<file path="config.mk">
export PLATFORM = sky130hd
export DESIGN_NAME = multi_channel_tester
export DESIGN_NICKNAME = d
export VERILOG_FILES = /design/src/rtl/multi_channel_tester.sv
export SDC_FILE = /design/constraint.sdc
export NUM_CORES = 1
export LEC_CHECK = 0
export ABC_CLOCK_PERIOD_IN_PS = 8150
export CAP_MARGIN = 30
export CORE_MARGIN = 2
export CORE_UTILIZATION = 67
export DETAILED_ROUTE_END_ITERATION = 8
export DONT_BUFFER_PORTS = 1
export PLACE_DENSITY = 0.83
export REMOVE_ABC_BUFFERS = 1
export SYNTH_ARGS = -nofsm -noshare
export SYNTH_HDL_FRONTEND = slang
export SYNTH_SLANG_ARGS = --single-unit
</file>
<file path="constraint.sdc">
create_clock -name user_clk -period 8.15 [get_ports user_clk]
set_input_delay 1.63 -clock user_clk [delete_from_list [all_inputs] [get_ports user_clk]]
set_output_delay 1.63 -clock user_clk [all_outputs]
set_load 0.005 [all_outputs]
</file>
<file path="src/rtl/multi_channel_tester.sv">
// multi_channel_tester: per-channel pattern generator (tx) and lock/error checker (rx); user_clk/peripheral_reset, shared enable/mode/err_clear, per-channel channel_up, tx_t*, rx_t*, error_counter, locked
module multi_channel_tester #(
  parameter int NUM_CH = 1,
  parameter int DATA_W = 32,
  parameter int ERR_CNT_W = 4,
  parameter int LOCK_CNT = 16,
  parameter int LOSS_CNT = 8
) (
  input  logic                        user_clk,
  input  logic                        peripheral_reset,
  input  logic                        enable,
  input  logic [1:0]                  mode,
  input  logic                        err_clear,
  input  logic [NUM_CH-1:0]           channel_up,
  output logic [NUM_CH*DATA_W-1:0]    tx_tdata,
  output logic [NUM_CH-1:0]           tx_tvalid,
  input  logic [NUM_CH-1:0]           tx_tready,
  input  logic [NUM_CH*DATA_W-1:0]    rx_tdata,
  input  logic [NUM_CH-1:0]           rx_tvalid,
  output logic [NUM_CH*ERR_CNT_W-1:0] error_counter,
  output logic [NUM_CH-1:0]           locked
);
  localparam int CW = $clog2((LOCK_CNT > LOSS_CNT ? LOCK_CNT : LOSS_CNT) + 1);
  typedef enum logic [1:0] {IDLE, SEEK, LOCKING, LOCKED} st_t;
  function automatic logic [DATA_W-1:0] prbs_word(input logic [14:0] s0, input logic p15);
    logic [14:0] s;
    logic b;
    logic [DATA_W-1:0] w;
    s = s0;
    w = '0;
    for (int i = DATA_W - 1; i >= 0; i--) begin
      b = p15 ? s[14] ^ s[13] : s[6] ^ s[5];
      s = {s[13:0], b};
      w[i] = b;
    end
    return w;
  endfunction
  function automatic logic [DATA_W-1:0] next_word(input logic [DATA_W-1:0] w, input logic [1:0] m);
    return m == 2'd1 ? prbs_word(w[14:0], 1'b0) : m == 2'd2 ? prbs_word(w[14:0], 1'b1) : w + DATA_W'(1);
  endfunction
  function automatic logic [DATA_W-1:0] seed_word(input logic [1:0] m);
    return (m == 2'd1 || m == 2'd2) ? next_word('1, m) : '0;
  endfunction
  for (genvar c = 0; c < NUM_CH; c++) begin : g_ch
    logic [DATA_W-1:0] txw, rxw, exp;
    logic [1:0] tm, cm;
    logic tv, act, beat, miss;
    st_t st;
    logic [CW-1:0] cnt;
    logic [ERR_CNT_W-1:0] err;
    assign act = enable & channel_up[c];
    assign rxw = rx_tdata[c*DATA_W +: DATA_W];
    assign beat = rx_tvalid[c];
    assign miss = rxw != exp;
    assign tx_tdata[c*DATA_W +: DATA_W] = txw;
    assign tx_tvalid[c] = tv;
    assign error_counter[c*ERR_CNT_W +: ERR_CNT_W] = err;
    assign locked[c] = st == LOCKED;
    always_ff @(posedge user_clk or posedge peripheral_reset) begin
      if (peripheral_reset) begin
        tv <= 1'b0;
        txw <= '0;
        tm <= '0;
      end else if (!channel_up[c]) begin
        tv <= 1'b0;
      end else if (tv) begin
        if (tx_tready[c]) begin
          tv <= enable;
          txw <= next_word(txw, tm);
        end
      end else if (enable) begin
        tv <= 1'b1;
        tm <= mode;
        txw <= seed_word(mode);
      end
    end
    always_ff @(posedge user_clk or posedge peripheral_reset) begin
      if (peripheral_reset) begin
        st <= IDLE;
        cm <= '0;
        exp <= '0;
        cnt <= '0;
        err <= '0;
      end else begin
        if (err_clear) err <= '0;
        else if (act && st == LOCKED && beat && miss && err != '1) err <= err + ERR_CNT_W'(1);
        if (!act) begin
          st <= IDLE;
        end else if (st == IDLE) begin
          st <= SEEK;
          cm <= mode;
        end else if (beat) begin
          exp <= next_word(st == SEEK ? rxw : exp, cm);
          if (st == SEEK) begin
            st <= LOCKING;
            cnt <= '0;
          end else if (st == LOCKING) begin
            st <= miss ? SEEK : cnt == CW'(LOCK_CNT - 1) ? LOCKED : LOCKING;
            cnt <= (miss || cnt == CW'(LOCK_CNT - 1)) ? '0 : cnt + CW'(1);
          end else begin
            st <= (miss && cnt == CW'(LOSS_CNT - 1)) ? SEEK : LOCKED;
            cnt <= (miss && cnt != CW'(LOSS_CNT - 1)) ? cnt + CW'(1) : '0;
          end
        end
      end
    end
  end
endmodule

</file>
==> results.toml <==
[yosys]
synth_cell_types = 69
netlist_top_cells_area = "dfrtp_1 (26%), xnor2_1 (9.4%), xor2_1 (8.7%)"
ys_seq_area_frac = 0.264
syn_area_sq_um = 7570
yosys_warnings = 0
synth-edff-count = 0
ys_async_sr_fraction = 1.00
ys_ff_latch = 80
syn_avg_cell_area_sq_um = 8.07
synth_top_flop_cell = "dfrtp_1"
syn_inst = 939
synth_top_area_cell = "dfrtp_1"
synth_top_cell_area_share = 0.264

[drt]
wl_um = 23800
first_pass_iters = 9
drc = 0
via_per_inst = 6.96
ant_nets = 0
first_iter_violations = 1013
via_count = 7282
wl_per_cell_um = 22.8

[floorplanning]
die_x_um = 110
core.rowCount = 38
die_area_sq_um = 12200
core_sq_um = 10900
io_pins = 79
start_util = 0.693
die_h_um = 110

[cells_and_area]
fillers = 877
area_growth_pct = 4.36
drive_above_1_share = 0.0541
fin_nets = 971
diodes = 0
final_util = 0.723

[setup_path]
crit_required_ns = 8.38
crit_arrival_ns = 4.06
crit_chain = "buf_4, and2b_1, buf_4, mux2i_4, inv_4, ha_1, nand3_1, or4_1, or2_0, nor4b_4, xor2_1, o22ai_1"
slowest_stage = "or4_1"
end_kind = "register"
critPathMaxFanout = 36
setup.worst_path.class = "reg -> reg"
cp-start-kind = "register"
reg2reg_slack_ns = 4.32
critPathTopFamily = "simple AND/OR/NAND/NOR gates"
crit_buf_inv = 3
crit_path_max_incr_delay_ns = 0.55
crit_top_cell = "buf_4"

[clock_network]
post_cts_buffers = 0
htree_levels = 3
cts.sinks = 80
cts_root_buf = "clkbuf_16"
ctsLongestPathBuffers = 2
cts_repair_resize_count = 0
clk_pin_slew_ns = 0.07
cts_buffers = 9
ctsHoldBuffers = 0
cts_tree = "yes"
clock_latency_ns = 0.35

[sta]
finalSetupViolCount = 0
slew_violations = 0
max_freq_mhz = 261
finalHoldViolCount = 0
fin_crit_sh = 0.470
layout_setup_ws_ns = 4.32
rsz0062_at_grt = "false"
setup_tns_ns = 0
fin_crit_ns = 3.83
fin_skew_ns = 0.00887
max_slew_margin = 0.331
tightestPinTransition_ns = 1.00

[place]
pre_cts_ws_ns = 4.04
dp_hpwl_um = 17600
place_congestion = 1.04
port_buffers = 0

[power_and_ir_drop]
irDropWorstVdd_mv = 0.284
power.total_mw = 3.08
power.density_nw_per_um2 = 390
p_leak_nw = 3.25

[hold_path]
hp-class = "reg -> reg"

[global_routing]
grt_max_degree = 54
grt_pass1_wl_um = 37300
antenna_found_initial = 0
gr-usage-all-layers = 0.406
grt_overflow = 0
grt_pass1_vias = 6945

[run]
maxCapViolations = 0

[outcome]
outcome = "completed"
==> flip-flops by register name (all words and copies together) (netlist names) <==
| register | count |
|---|---|
| g_ch.cnt | 5 |
| g_ch.tm | 2 |
| g_ch.exp | 32 |
| tx_tvalid | 1 |
| g_ch.st | 2 |
| error_counter | 4 |
| g_ch.cm | 2 |
| tx_tdata | 32 |
==> where the power goes <==
part           total (mW)  switching [mW]  internal, mW
Clock               0.404           0.186         0.219
Sequential          0.735           0.219         0.516
Combinational        1.94            1.14         0.810
Total                3.08            1.54          1.54
==> cell families after synthesis <==
group           after synthesis  share of synthesized area
simple gates                304                      0.191
compound gates              249                      0.207
flops                        80                      0.264
mux                          39                     0.0563
xor+xnor                    159                      0.189
buf+inv                      79                     0.0443
fa+ha+maj                    29                     0.0479
==> Yosys cell counts, types with 7 or more instances <==
cell type and n:
a211oi_1 10, a21oi_1 54, a221o_1 8, a221oi_1 15
a31oi_1 22, and3_1 8, clkbuf_1 48, dfrtp_1 80
ha_1 29, inv_1 17, mux2i_1 30, nand2_1 130
nand3_1 21, nand4_1 14, nor2_1 72, nor3_1 9
nor4_1 11, o211ai_1 9, o21ai_0 70, o21ai_1 7
o221ai_1 7, o22ai_1 14, xnor2_1 81, xor2_1 75
==> final cells by class <==
class / count / area (sq um) / share of cell area
sequential: 80 / 2000 / 0.253
clock inverter: 6 / 50.0 / 0.00633
timing repair buffer: 12 / 128 / 0.0161
multi-input combinational: 780 / 5240 / 0.663
tap: 140 / 175 / 0.0222
clock buffer: 10 / 239 / 0.0302
inverter: 18 / 71.3 / 0.00902
==> through the flow <==
| stage | area, sq um | instances | hold slack, ns |
|---|---|---|---|
| after global routing | 7900 | 1046 | 0.556 |
| after detailed placement | 7610 | 1030 | 0.514 |
| after global placement | 7550 | 1027 | 0.495 |
| final | 7900 | 1046 | 0.530 |
| after floorplan | 7310 | 878 | 0.475 |
| after CTS | 7900 | 1046 | 0.529 |
==> path summary, 6_finish.rpt <==
path	startpoint	to	cells after the start
max in group asynchronous	peripheral_reset	g_ch[0].exp[3]$_DFFE_PP0P_	3
min in group asynchronous	peripheral_reset	g_ch[0].cnt[1]$_DFFE_PP0P_	2
worst min register to register	g_ch[0].cnt[1]$_DFFE_PP0P_	g_ch[0].cnt[1]$_DFFE_PP0P_	2
worst max-delay path	g_ch[0].st[1]$_DFFE_PP0P_	g_ch[0].exp[28]$_DFFE_PP0P_	12
worst max register to register	g_ch[0].st[1]$_DFFE_PP0P_	g_ch[0].exp[28]$_DFFE_PP0P_	12
worst min-delay path	g_ch[0].cnt[1]$_DFFE_PP0P_	g_ch[0].cnt[1]$_DFFE_PP0P_	2
==> per-layer routing <==
metal,wire [um],vias to the layer above,track usage
li1,-,3282,-
met1,9380,3424,0.557
met2,10400,507,0.599
met3,3190,69,0.109
met4,822,0,0.179
met5,0,-,0
==> tightest hold or removal path: stages (launching register included) <==
cell	delay, ns
dfrtp_1	0.37
nand2_1	0.05
o21ai_0	0.07
==> cells in the final DEF (no fill, tap or decap), types with 15 or more instances in the layout <==
cell / count
xnor2_1: 81
mux2i_1: 30
a31oi_1: 22
a21oi_1: 54
inv_1: 16
nand2_1: 130
nand3_1: 21
dfrtp_1: 80
a221oi_1: 15
ha_1: 29
xor2_1: 75
nor2_1: 71
o21ai_0: 70
No activity file was read; power rests on OpenSTA's default activity.
